--- src/rtl/uart_arb_pkg.sv ---
// Shared types and helpers for the uart_tx arbiter and its round-robin picker.
package uart_arb_pkg;

  localparam int STATE_W = 2;

  typedef enum logic [STATE_W-1:0] {
    IDLE  = 2'd0,
    GRANT = 2'd1,
    SEND  = 2'd2,
    WAIT  = 2'd3
  } arb_state_t;

  localparam int DEFAULT_MAX_BURST = 4;
  localparam int MAX_REQ = 8;

  // OR-reduce the set bit positions; exact for a one-hot (or zero) input.
  function automatic logic [2:0] onehot_to_idx(input logic [MAX_REQ-1:0] oh);
    logic [2:0] idx;
    idx = '0;
    for (int i = 0; i < MAX_REQ; i++) begin
      if (oh[i]) idx = idx | 3'(i);
    end
    return idx;
  endfunction

endpackage

--- src/rtl/uart_rr_picker.sv ---
// Combinational round-robin picker: first set request after rr_ptr (wrapping),
// with optional absolute priority for request 0.
module uart_rr_picker
  import uart_arb_pkg::*;
#(
  parameter int NUM_REQ = 4,
  parameter int IW      = $clog2(NUM_REQ)
) (
  input  logic [NUM_REQ-1:0] req,
  input  logic [IW-1:0]      rr_ptr,
  input  logic               prio_en,
  output logic               found,
  output logic [IW-1:0]      winner
);

  logic [NUM_REQ-1:0] grant_oh;
  logic [MAX_REQ-1:0] grant_wide;
  logic [IW-1:0]      idx;

  always_comb begin
    grant_oh = '0;
    idx      = '0;
    if (prio_en && req[0]) begin
      grant_oh[0] = 1'b1;
    end else begin
      // rr_ptr itself is visited last, so the previous owner only re-wins alone
      for (int k = 1; k <= NUM_REQ; k++) begin
        idx = IW'((int'(rr_ptr) + k) % NUM_REQ);
        if (req[idx] && (grant_oh == '0)) grant_oh[idx] = 1'b1;
      end
    end
  end

  always_comb begin
    grant_wide = '0;
    grant_wide[NUM_REQ-1:0] = grant_oh;
  end

  assign found  = |req;
  assign winner = IW'(onehot_to_idx(grant_wide));

endmodule

--- src/rtl/uart_tx_arbiter.sv ---
// Packet-granular round-robin sharing of one uart_tx among NUM_REQ requesters.
// Optional build macro UART_TX_ARB_PRIO_EN makes requester 0 urgent at arbitration points.
module uart_tx_arbiter
  import uart_arb_pkg::*;
#(
  parameter int NUM_REQ    = 4,
  parameter int DATA_WIDTH = 8,
  parameter int MAX_BURST  = DEFAULT_MAX_BURST
) (
  input  logic                           clk,
  input  logic                           arstn,
  input  logic [NUM_REQ-1:0]             req_valid,
  input  logic [NUM_REQ*DATA_WIDTH-1:0]  req_data,
  input  logic [NUM_REQ-1:0]             req_last,
  output logic [NUM_REQ-1:0]             req_ready,
  output logic                           tx_start,
  output logic [DATA_WIDTH-1:0]          tx_data,
  input  logic                           tx_done,
  output logic                           grant_vld,
  output logic [$clog2(NUM_REQ)-1:0]     grant_id
);

  localparam int IW = $clog2(NUM_REQ);
  localparam int BW = $clog2(MAX_BURST + 1);
  localparam logic [BW-1:0]      BURST_MAX = BW'(MAX_BURST);
  localparam logic [NUM_REQ-1:0] ONE       = NUM_REQ'(1);
`ifdef UART_TX_ARB_PRIO_EN
  localparam logic PRIO_EN = 1'b1;
`else
  localparam logic PRIO_EN = 1'b0;
`endif

  logic [DATA_WIDTH-1:0] data_arr [NUM_REQ];

  generate
    for (genvar gi = 0; gi < NUM_REQ; gi++) begin : g_unpack
      assign data_arr[gi] = req_data[gi*DATA_WIDTH +: DATA_WIDTH];
    end
  endgenerate

  arb_state_t            state_reg, state_next;
  logic [IW-1:0]         rr_ptr_reg, rr_ptr_next;
  logic [BW-1:0]         burst_cnt_reg, burst_cnt_next;
  logic                  last_reg, last_next;
  logic [NUM_REQ-1:0]    req_ready_next;
  logic                  tx_start_next;
  logic [DATA_WIDTH-1:0] tx_data_next;
  logic                  grant_vld_next;
  logic [IW-1:0]         grant_id_next;

  logic [NUM_REQ-1:0] owner_oh, others, pick_req;
  logic               pick_found, prio_win, release_now;
  logic [IW-1:0]      pick_id;

  assign owner_oh = ONE << grant_id;
  assign others   = req_valid & ~owner_oh;
  assign prio_win = PRIO_EN && req_valid[0];

  // On rotation the current owner steps aside unless nobody else is waiting
  always_comb begin
    pick_req = req_valid;
    if (state_reg == WAIT) begin
      pick_req    = (|others) ? others : req_valid;
      pick_req[0] = pick_req[0] | prio_win;
    end
  end

  uart_rr_picker #(
    .NUM_REQ (NUM_REQ),
    .IW      (IW)
  ) u_picker (
    .req     (pick_req),
    .rr_ptr  (rr_ptr_reg),
    .prio_en (PRIO_EN),
    .found   (pick_found),
    .winner  (pick_id)
  );

  assign release_now = last_reg || (burst_cnt_reg == BURST_MAX) || !req_valid[grant_id];

  always_comb begin
    state_next     = state_reg;
    rr_ptr_next    = rr_ptr_reg;
    burst_cnt_next = burst_cnt_reg;
    last_next      = last_reg;
    req_ready_next = '0;
    tx_start_next  = 1'b0;
    tx_data_next   = tx_data;
    grant_vld_next = grant_vld;
    grant_id_next  = grant_id;
    case (state_reg)
      IDLE: begin
        if (pick_found) begin
          grant_vld_next = 1'b1;
          grant_id_next  = pick_id;
          if (!prio_win) rr_ptr_next = pick_id;
          req_ready_next = ONE << pick_id;
          state_next     = GRANT;
        end
      end
      GRANT: begin
        tx_data_next   = data_arr[grant_id];
        last_next      = req_last[grant_id];
        burst_cnt_next = burst_cnt_reg + 1'b1;
        tx_start_next  = 1'b1;
        state_next     = SEND;
      end
      SEND: state_next = WAIT;
      WAIT: begin
        if (tx_done) begin
          if (release_now) begin
            burst_cnt_next = '0;
            if (pick_found) begin
              grant_id_next  = pick_id;
              if (!prio_win) rr_ptr_next = pick_id;
              req_ready_next = ONE << pick_id;
              state_next     = GRANT;
            end else begin
              grant_vld_next = 1'b0;
              state_next     = IDLE;
            end
          end else begin
            req_ready_next = owner_oh;
            state_next     = GRANT;
          end
        end
      end
      default: state_next = IDLE;
    endcase
  end

  always_ff @(posedge clk) begin
    if (!arstn) begin
      state_reg     <= IDLE;
      rr_ptr_reg    <= IW'(NUM_REQ - 1);
      burst_cnt_reg <= '0;
      last_reg      <= 1'b0;
      req_ready     <= '0;
      tx_start      <= 1'b0;
      tx_data       <= '0;
      grant_vld     <= 1'b0;
      grant_id      <= '0;
    end else begin
      state_reg     <= state_next;
      rr_ptr_reg    <= rr_ptr_next;
      burst_cnt_reg <= burst_cnt_next;
      last_reg      <= last_next;
      req_ready     <= req_ready_next;
      tx_start      <= tx_start_next;
      tx_data       <= tx_data_next;
      grant_vld     <= grant_vld_next;
      grant_id      <= grant_id_next;
    end
  end

endmodule

--- config.mk ---
export PLATFORM = sky130hd
export DESIGN_NAME = uart_tx_arbiter
export DESIGN_NICKNAME = d
export VERILOG_FILES = /design/src/rtl/uart_arb_pkg.sv /design/src/rtl/uart_rr_picker.sv /design/src/rtl/uart_tx_arbiter.sv
export SDC_FILE = /design/constraint.sdc
export NUM_CORES = 1
export LEC_CHECK = 0
export ABC_AREA = 1
export CAP_MARGIN = 20
export CORE_MARGIN = 10
export CORE_UTILIZATION = 28
export CTS_CLUSTER_DIAMETER = 100
export DETAILED_ROUTE_END_ITERATION = 16
export GPL_ROUTABILITY_DRIVEN = 0
export GPL_TIMING_DRIVEN = 0
export PLACE_DENSITY_LB_ADDON = 0.12
export SLEW_MARGIN = 40
export SYNTH_ARGS = -nofsm -noshare
export SYNTH_HDL_FRONTEND = slang
export SYNTH_HIERARCHICAL = 1
export SYNTH_SLANG_ARGS = --single-unit
--- constraint.sdc ---
create_clock -name clk -period 3.35 [get_ports clk]
set_input_delay 0.5025 -clock clk [delete_from_list [all_inputs] [get_ports clk]]
set_output_delay 0.5025 -clock clk [all_outputs]
set_load 0.005 [all_outputs]
* After elaboration in Yosys (flattened, before gate mapping)
Cells that the tools add are included. Widths: inputs -> output; s select.
Word-level totals: register bits 24, bits of input ports 43, output and inout port bits 16, logic and storage cells 120
Operators by class: add/subtract/negate cells 5, magnitude comparators 10, eq/ne operators 8, shifts and indexed selects 2, mux-type cells 58, bitwise logic cells 6, reductions and logical operators 22
Operator list (count):
- $mux 4 | 9
- $mux 2 | 11
- $mux 1 | 17
- $bmux 8 s2 | 1
- $mux 8 | 2
- $lt 2x3->1 const B | 5
- $bmux 1 s2 | 6
- $logic_not 4->1 | 3
- $or 4x4->4 | 3
- $demux 1 s2 | 4
- $ge 2x1->1 const B | 4
- $ne 2x2->1 const B | 4
- $pmux 2 s2 | 2
- $pmux 2 s4 | 1
- $pmux 4 s2 | 1
- $reduce_or 4->1 | 2
- $shl 1x2->4 const A | 2
- $logic_and 1x1->1 | 7
- $mux 3 | 2
- $pmux 3 s2 | 1
- $reduce_and 3->1 | 2
- $reduce_and 5->1 | 1
- $add 2x1->2 const B | 2
- $add 2x2->2 const B | 2
- 14 further kinds | 17

* Depth between registers and ports, before layout
Gate-level depths: netlist of run 1.
word-level depth 26, depth in mapped cells 26, depth with buffers taken out 26

* Hierarchy
Netlist of run 1, hierarchy kept.
Modules (own cells, without submodules):
- uart_tx_arbiter | times used 1, cells an instance 208, area each 1427.6 um^2, seq. area each 480.5 um^2
- uart_rr_picker | times used 1, cells an instance 81, area each 486.7 um^2, seq. area each 0.0 um^2

* Worst setup path before layout of run 1
No wires, ideal clock.
path kind register -> register, from register grant_id[0], to register req_ready[1], library setup time 0.116 ns, data arrival time 2.746 ns, required time 3.234 ns, slack 0.488 ns, cell stages (with the launch flop) 25, buffers on the path 0, period minus slack after synthesis 2.862 ns, cells stage by stage dfxtp_1 > nand2_1 > nand2_1 > o21ai_0 > a21oi_1 > o21ai_0 > a31oi_1 > inv_1 > nand2_1 > nand2_1 > nand2_1 > nand3_2 > nand2_1 > inv_2 > nand3_1 > nand2_1 > nor2_2 > nand3_2 > nor3b_1 > a21oi_1 > inv_1 > nand3_1 > nand2_1 > nand3_1 > a21oi_1
On the way: elaborated cells between the ends (all ways) 40, classes of those cells shift (2); mux (23); bitwise (5); reduce/logical (10)
RTL lines:
- from (decl) | line uart_tx_arbiter.sv:20 | output logic [$clog2(NUM_REQ)-1:0] grant_id
- from (signal assigned) | line uart_tx_arbiter.sv:152 | grant_id <= grant_id_next;
- $shl 1x2->4 (*) | line uart_tx_arbiter.sv:55 | assign owner_oh = ONE << grant_id;
- $not 4->4 (*) | line uart_tx_arbiter.sv:56 | assign others = req_valid & ~owner_oh;
- $and 4x4->4 (*) | line uart_tx_arbiter.sv:56
- $reduce_or 4->1 | line uart_tx_arbiter.sv:63 | pick_req = (|others) ? others : req_valid;
- $mux 4 (*) | line uart_tx_arbiter.sv:63
- $mux 4 (*) | line uart_tx_arbiter.sv:62 | if (state_reg == WAIT) begin
- via pick_req[0] | line uart_tx_arbiter.sv:51 | logic [NUM_REQ-1:0] owner_oh, others, pick_req;
- $bmux 1 s2 | line uart_rr_picker.sv:29 | if (req[idx] && (grant_oh == '0)) grant_oh[idx] = 1'b1;
- [... 11 more ...]
- $mux 2 | line uart_arb_pkg.sv:21 | if (oh[i]) idx = idx | 3'(i);
- $mux 2 (*) | line uart_arb_pkg.sv:21
- via pick_id[1] | line uart_tx_arbiter.sv:53 | logic [IW-1:0] pick_id;
- $shl 1x2->4 (*) | line uart_tx_arbiter.sv:97, uart_tx_arbiter.sv:116
- $mux 4 (*) | line uart_tx_arbiter.sv:93, uart_tx_arbiter.sv:113
- $mux 4 | line uart_tx_arbiter.sv:111 | if (release_now) begin
- $mux 4 | line uart_tx_arbiter.sv:110 | if (tx_done) begin
- $pmux 4 s2 (*) | line uart_tx_arbiter.sv:91 | case (state_reg)
- to (signal assigned) | line uart_tx_arbiter.sv:148 | req_ready <= req_ready_next;
- to (decl) | line uart_tx_arbiter.sv:15 | output logic [NUM_REQ-1:0] req_ready,
The timed path passes the listed nets; every way through them passes the cells marked *. The select of a mux whose other input is x is not followed. A chain may end at the register's enable or synchronous reset.

* Worst setup path in the final report of run 1
from input port req_valid[1], to register req_ready[1]
On the way: elaborated cells between the ends (all ways) 38, classes of those cells shift (1); mux (23); bitwise (4); reduce/logical (10)
RTL lines:
- from (decl) | line uart_tx_arbiter.sv:12 | input logic [NUM_REQ-1:0] req_valid,
- $and 4x4->4 (*) | line uart_tx_arbiter.sv:56
- $reduce_or 4->1 (*) | line uart_tx_arbiter.sv:63
- $mux 4 (*) | line uart_tx_arbiter.sv:63
- $mux 4 (*) | line uart_tx_arbiter.sv:62
- via pick_req[0] | line uart_tx_arbiter.sv:51
- $bmux 1 s2 | line uart_rr_picker.sv:29
- $mux 1 (not written as such) | line uart_rr_picker.sv:29
- $mux 4 | line uart_rr_picker.sv:29
- [... 9 more ...]
- $mux 2 | line uart_arb_pkg.sv:21
- $mux 2 (*) | line uart_arb_pkg.sv:21
- via pick_id[1] | line uart_tx_arbiter.sv:53
- $shl 1x2->4 (*) | line uart_tx_arbiter.sv:97, uart_tx_arbiter.sv:116
- $mux 4 (*) | line uart_tx_arbiter.sv:93, uart_tx_arbiter.sv:113
- $mux 4 | line uart_tx_arbiter.sv:111
- $mux 4 | line uart_tx_arbiter.sv:110
- $pmux 4 s2 (*) | line uart_tx_arbiter.sv:91
Marks and branches as above.

==> flow_metrics.py, run 1 <==
metrics = {
    "outcome": {
        "status": "finished, final reports clean",
    },
    "global_routing": {
        "grt_pass1_vias": 2058,
        "track_usage_pct": 11.5,
        "grt_pass1_wl_mm": 10.0,
        "antenna_found_initial": 1,
        "grt_max_degree": 14,
        "gr-total-overflow": 0,
    },
    "power_and_ir_drop": {
        "total_power_mw": 2.28,
        "power.density_nw_per_um2": 810,
        "leakagePower_nw": 1.21,
        "ir_drop_mv": 0.217,
    },
    "setup_path": {
        "worst-setup-path-type": "input pin to flop",
        "cp-end-kind": "flop",
        "required_ns": 3.55,
        "cp.arrival_ns": 3.34,
        "start_kind": "input pin",
        "crit_fanout": 7,
    },
    "hold_path": {
        "hold_class": "flop to flop",
    },
    "logic_synthesis": {
        "yosys_warnings": 6,
        "synth_edf_count": 0,
        "syn_nets": 345,
        "ys.flop_type": "dfxtp_1",
        "synth_async_sr_flop_share_pct": 0,
        "synth_cell_type_count": 32,
        "syn_area_per_cell_um2": 6.62,
        "ys_ff_latch": 24,
        "synth_area_leader_cell": "dfxtp_1",
        "yosys-top-cells-area": "dfxtp_1 25%, nand2_1 15%, ha_1 8.5%",
        "synth_top_area_share_pct": 25.1,
        "synthCells": 289,
        "synth.cell_area_um2": 1910,
        "yosysSeqAreaShare_pct": 25.1,
    },
    "floorplan": {
        "rows": 30,
        "core_area_um2": 6720,
        "start_util_pct": 28.5,
        "die_h_um": 103,
        "io_pins": 59,
        "dieArea_um2": 10500,
        "die_w_um": 103,
    },
    "clocking": {
        "path_clk_slew_ns": 0.10,
        "cts_root_buf": "clkbuf_8",
        "cts_made_buffers": 3,
        "hold_buffers": 0,
        "clock_latency_ns": 0.27,
        "cts-htree-levels": 1,
        "clock_path_buffers": 2,
        "cts_tree": "done",
        "cts.sinks": 24,
    },
    "routing": {
        "drcViolationCount": 0,
        "wire_per_inst_um": 13.9,
        "drt-initial-drc-count": 76,
        "firstDrtPassIters": 4,
        "ant_nets": 0,
        "via_per_inst": 4.81,
        "drt-total-wl_mm": 6.06,
        "num_vias": 2096,
    },
    "final_layout": {
        "final_cell_area_um2": 2810,
        "num-fill-cells": 698,
        "multi_input_area_um2": 1390,
        "largest_register_ffs": 8,
        "fin_nets": 412,
        "layout-drive-gt1-share_pct": 19.4,
        "syn2layout_area_growth_pct": 47.0,
        "register_area_um2": 483,
    },
    "placement": {
        "placed_area_um2": 2580,
        "post-dp-hpwl_mm": 4.91,
        "port_buffers": 57,
    },
    "timing": {
        "worst_pin_slew_ns": 0.513,
        "relSlewSlack_pct": 65.8,
        "slew_violations": 0,
        "finClkSkew_ns": 0.00585,
        "setup_violations": 0,
        "fin_crit_sh_pct": 93.5,
        "min_period_ns": 3.13,
        "hold_violations": 0,
        "max_freq_mhz": 319,
    },
    "flow_run": {
        "cap_violations": 0,
    },
}
-- layout make-up --
type / instances / share of cell area, %
diodes: 1 / 0.0889
well taps: 80 / 3.56
inverters: 33 / 4.40
repair buffers: 62 / 21.8
plain buffers: 9 / 1.60
flip-flops and latches: 24 / 17.2
clock buffers: 4 / 1.96
multi-input cells: 223 / 49.4
-- report_power, final --
group          leakage [nW]  switching [mW]  internal, mW
sequential            0.198          0.0784         0.384
combinational         0.987           0.946         0.664
clock                0.0288           0.101         0.105
-- through the flow --
stage | worst slack (ns) | TNS, ns | util (%) | hold slack, ns | std cells
floorplan | 0.488 | 0 | - | 0.456 | 289
global placement | -0.409 | -2.89 | 38.5 | 0.455 | 426
detailed placement | -0.417 | -2.98 | 38.5 | 0.458 | 426
CTS | 0.0403 | 0 | 39.7 | 0.472 | 432
global route | -0.0127 | -0.0299 | 41.9 | 0.483 | 436
finish | 0.218 | 0 | 41.9 | 0.470 | 436
-- placed cells by master, fill, tap and decap left out, drive strengths merged, types with 2 or more instances in the layout --
cell type	synthesis	layout
dlymetal6s2s	0	2
a22oi	5	5
a41oi	5	5
nand3	40	40
ha	13	13
a31oi	3	3
clkbuf	5	9
inv	32	32
nand4	12	12
dfxtp	24	24
buf	4	9
nor2	17	17
o21ai	12	12
a21oi	23	23
nand2	83	83
clkdlybuf4s50	0	55
or2	3	3
-- logic make-up (layout without fill, tap and decap cells) --
group,after synthesis,after routing,synth area share (%)
flip-flops,24,24,25.1
buffers and inverters,42,108,8.82
AO/OA/AOI/OAI,50,50,16.1
other,1,2,0.196
AND/OR/NAND/NOR,158,158,40.8
adder cells (fa/ha/maj),13,13,8.50
XOR/XNOR,1,1,0.458
-- synth_stat cells, types with 5 or more instances --
cell type   n
inv_1      28
nand3_1    32
a41oi_1     5
dfxtp_1    24
a21oi_1    22
nor2_1     12
nand2_2     8
nand3_2     7
nand4_1    12
o21ai_0    12
ha_1       13
nand2_1    74
a22oi_1     5
clkbuf_1    5
-- worst max-delay path: stages --
cell and delay (ns):
clkdlybuf4s50_1 0.48, a21oi_2 0.21, o21ai_4 0.11, a31oi_2 0.22
buf_4 0.15, nand2_1 0.06, nand3_1 0.08, nand2_1 0.06
inv_2 0.04, nand2_1 0.05, inv_2 0.10, nand3_2 0.09
nand2_4 0.10, nor2_1 0.06, nand3_1 0.08, nand2_2 0.08
buf_4 0.14, nor3b_4 0.20, a21oi_4 0.12, inv_2 0.07
nand3_1 0.06, nand2_1 0.09, nand3_2 0.07, a21oi_2 0.13
-- path summary, 6_finish.rpt --
check	startpoint	to	slack, ns	depth (start not counted)
min	tx_data[3]$_SDFFE_PN0P_	tx_data[3]$_SDFFE_PN0P_	0.47	2
max	req_valid[1]	req_ready[1]$_SDFF_PN0_	0.22	24
min reg2reg	tx_data[3]$_SDFFE_PN0P_	tx_data[3]$_SDFFE_PN0P_	0.47	2
max reg2reg	grant_id[1]$_SDFFE_PN0P_	req_ready[1]$_SDFF_PN0_	0.28	26
-- per-layer routing --
| metal | global-route usage [%] | up-vias | part of all wire, % |
|---|---|---|---|
| met2 | 18.3 | 56 | 43 |
| li1 | - | 1105 | - |
| met5 | 0 | - | 0 |
| met3 | 5.43 | 2 | 9.5 |
| met4 | 0.976 | 0 | 0.31 |
| met1 | 14.4 | 933 | 47 |
-- repair_timing --
| action | in CTS | in global routing |
|---|---|---|
| setup buffers | 2 | 3 |
| endpoints found under the setup margin | 8 | 8 |
| pin swaps | 1 | 16 |
| gates resized for setup | 3 | 36 |
Power figures use the tool's default switching activity.
==> run 2, diff against run 1 <==
MAX_ROUTING_LAYER = met4   (was not set)
==> flow_metrics.py, run 2 (synthesis gave the netlist of run 1 again) <==
metrics = {
    "clocking": {
        "cts_root_buf": "clkbuf_8",
        "clock_latency_ns": 0.27,
        "path_clk_slew_ns": 0.09,
        "cts_tree": "done",
        "cts-htree-levels": 1,
        "cts.sinks": 24,
        "hold_buffers": 0,
        "clock_path_buffers": 2,
        "cts_made_buffers": 3,
    },
    "routing": {
        "via_per_inst": 4.78,
        "ant_nets": 0,
        "drcViolationCount": 0,
        "wire_per_inst_um": 13.9,
        "drt-total-wl_mm": 6.07,
        "num_vias": 2086,
        "drt-initial-drc-count": 69,
        "firstDrtPassIters": 4,
    },
    "final_layout": {
        "fin_nets": 412,
        "final_cell_area_um2": 2810,
        "layout_commonest_cell": "nand2_1",
        "mostFrequentLayoutCells": "72 x nand2_1, 55 x clkdlybuf4s50_1, 28 x nand3_1, 24 x inv_1, 22 x dfxtp_1",
        "largest_register_ffs": 8,
        "num-fill-cells": 698,
        "layoutNonFillerInstCount": 436,
        "layout-drive-gt1-share_pct": 19.4,
        "syn2layout_area_growth_pct": 47.0,
    },
    "floorplan": {
        "dieArea_um2": 10500,
        "die_w_um": 103,
        "io_pins": 59,
        "die_h_um": 103,
        "start_util_pct": 28.5,
        "rows": 30,
        "core_area_um2": 6720,
    },
    "setup_path": {
        "cpMostUsedCell": "nand2_1",
        "worst-setup-path-type": "input pin to flop",
        "rr_worst_depth": 26,
        "start_kind": "input pin",
        "cp.arrival_ns": 3.34,
        "crit_path_start": "req_valid[1]",
        "rrSetupSlack_ns": 0.28,
        "cp_slowest_cell": "clkdlybuf4s50_1",
        "max_stage_delay_ns": 0.48,
        "crit_end": "req_ready[1]$_SDFF_PN0_",
        "r2r-start": "grant_id[1]$_SDFFE_PN0P_",
        "crit_fanout": 7,
        "required_ns": 3.55,
        "cp-end-kind": "flop",
        "path_cells": "clkdlybuf4s50_1 > a21oi_2 > o21ai_4 > a31oi_2 > buf_4 > nand2_1 > nand3_1 > nand2_1 > inv_2 > nand2_1 > inv_2 > nand3_2 > nand2_4 > nor2_1 > nand3_1 > nand2_2 > buf_4 > nor3b_4 > a21oi_4 > inv_2 > nand3_1 > nand2_1 > nand3_2 > a21oi_2",
        "r2r_end": "req_ready[1]$_SDFF_PN0_",
    },
    "hold_path": {
        "hold_class": "flop to flop",
        "min_from": "tx_data[3]$_SDFFE_PN0P_",
    },
    "global_routing": {
        "antenna_found_initial": 1,
        "gr-total-overflow": 0,
        "grt_pass1_vias": 2060,
        "use_met2_pct": 18.4,
        "grt_pass1_wl_mm": 9.97,
        "track_usage_pct": 11.9,
        "grt-busiest-layer": "met2",
        "use_met1_pct": 15.2,
        "grt_max_degree": 14,
        "grt_util_met3_pct": 4.02,
    },
    "placement": {
        "dp_slack_ns": -0.417,
        "placed_area_um2": 2580,
        "port_buffers": 57,
        "post-dp-hpwl_mm": 4.91,
        "placed_cells": 426,
    },
    "power_and_ir_drop": {
        "leakagePower_nw": 1.21,
        "ir_drop_mv": 0.218,
        "power.density_nw_per_um2": 809,
        "total_power_mw": 2.28,
    },
    "timing": {
        "hold_violations": 0,
        "min_period_ns": 3.13,
        "fin_crit_sh_pct": 93.5,
        "worst_pin_slew_ns": 0.509,
        "holdWs_ns": 0.469,
        "setup_slack_ns": 0.217,
        "finClkSkew_ns": 0.00317,
        "slew_violations": 0,
        "setup_violations": 0,
        "max_freq_mhz": 319,
        "relSlewSlack_pct": 66.1,
    },
    "flow_run": {
        "cap_violations": 0,
    },
    "outcome": {
        "status": "finished, final reports clean",
    },
}
## run 2: cell counts in the layout (fill, tap and decap cells not counted)
No cell type changed its count.
## run 2: worst min path at each step
stage / end / slack (ns) / cells after the start
2_1_floorplan: grant_vld$_SDFFE_PN0P_ / 0.46 / 2
3_3_place_gp: grant_vld$_SDFFE_PN0P_ / 0.45 / 2
3_5_place_dp: tx_data[6]$_SDFFE_PN0P_ / 0.46 / 2
4_1_cts: tx_data[6]$_SDFFE_PN0P_ / 0.47 / 2
5_1_grt: tx_data[6]$_SDFFE_PN0P_ / 0.48 / 2
6_report: tx_data[3]$_SDFFE_PN0P_ / 0.47 / 2
## run 2: layer usage
layer / part of all wire (%) / wire length (um)
met5: 0 / 0
met4: 0.36 / 22
met3: 6.5 / 396
met2: 43 / 2630
met1: 50 / 3020
## run 2: repair_timing
| item | CTS | global route |
|---|---|---|
| pin swaps | 1 | 16 |
| gates resized for setup | 3 | 36 |
| setup endpoints to repair | 8 | 8 |
| buffers inserted | 2 | 3 |
## run 2: area by class of cell
| type | instances | area, um2 | share of cell area (%) |
|---|---|---|---|
| timing repair buffer | 62 | 613 | 21.8 |
| clock buffer | 4 | 55.1 | 1.96 |
| antenna | 1 | 2.50 | 0.0889 |
| tap | 80 | 100 | 3.56 |
| multi-input combinational | 223 | 1390 | 49.4 |
| buffer | 9 | 45.0 | 1.60 |
| inverter | 33 | 124 | 4.40 |
| sequential | 24 | 483 | 17.2 |
## run 2: where the power goes
part	switching (mW)	total, mW	internal, mW
sequential	0.0784	0.462	0.384
clock	0.0986	0.204	0.105
combinational	0.947	1.61	0.664
## run 2: worst max-delay path, delay by kind of cell
family	cells	cell delay [ns]
AND/OR/NAND/NOR	13	1.08
buffers and inverters	6	0.98
AO/OA/AOI/OAI	5	0.79
## run 2: stage by stage
step / TNS, ns / util, %
floorplan: 0 / -
global placement: -2.89 / 38.5
detailed placement: -2.98 / 38.5
CTS: 0 / 39.7
global route: -0.0314 / 41.9
finish: 0 / 41.9
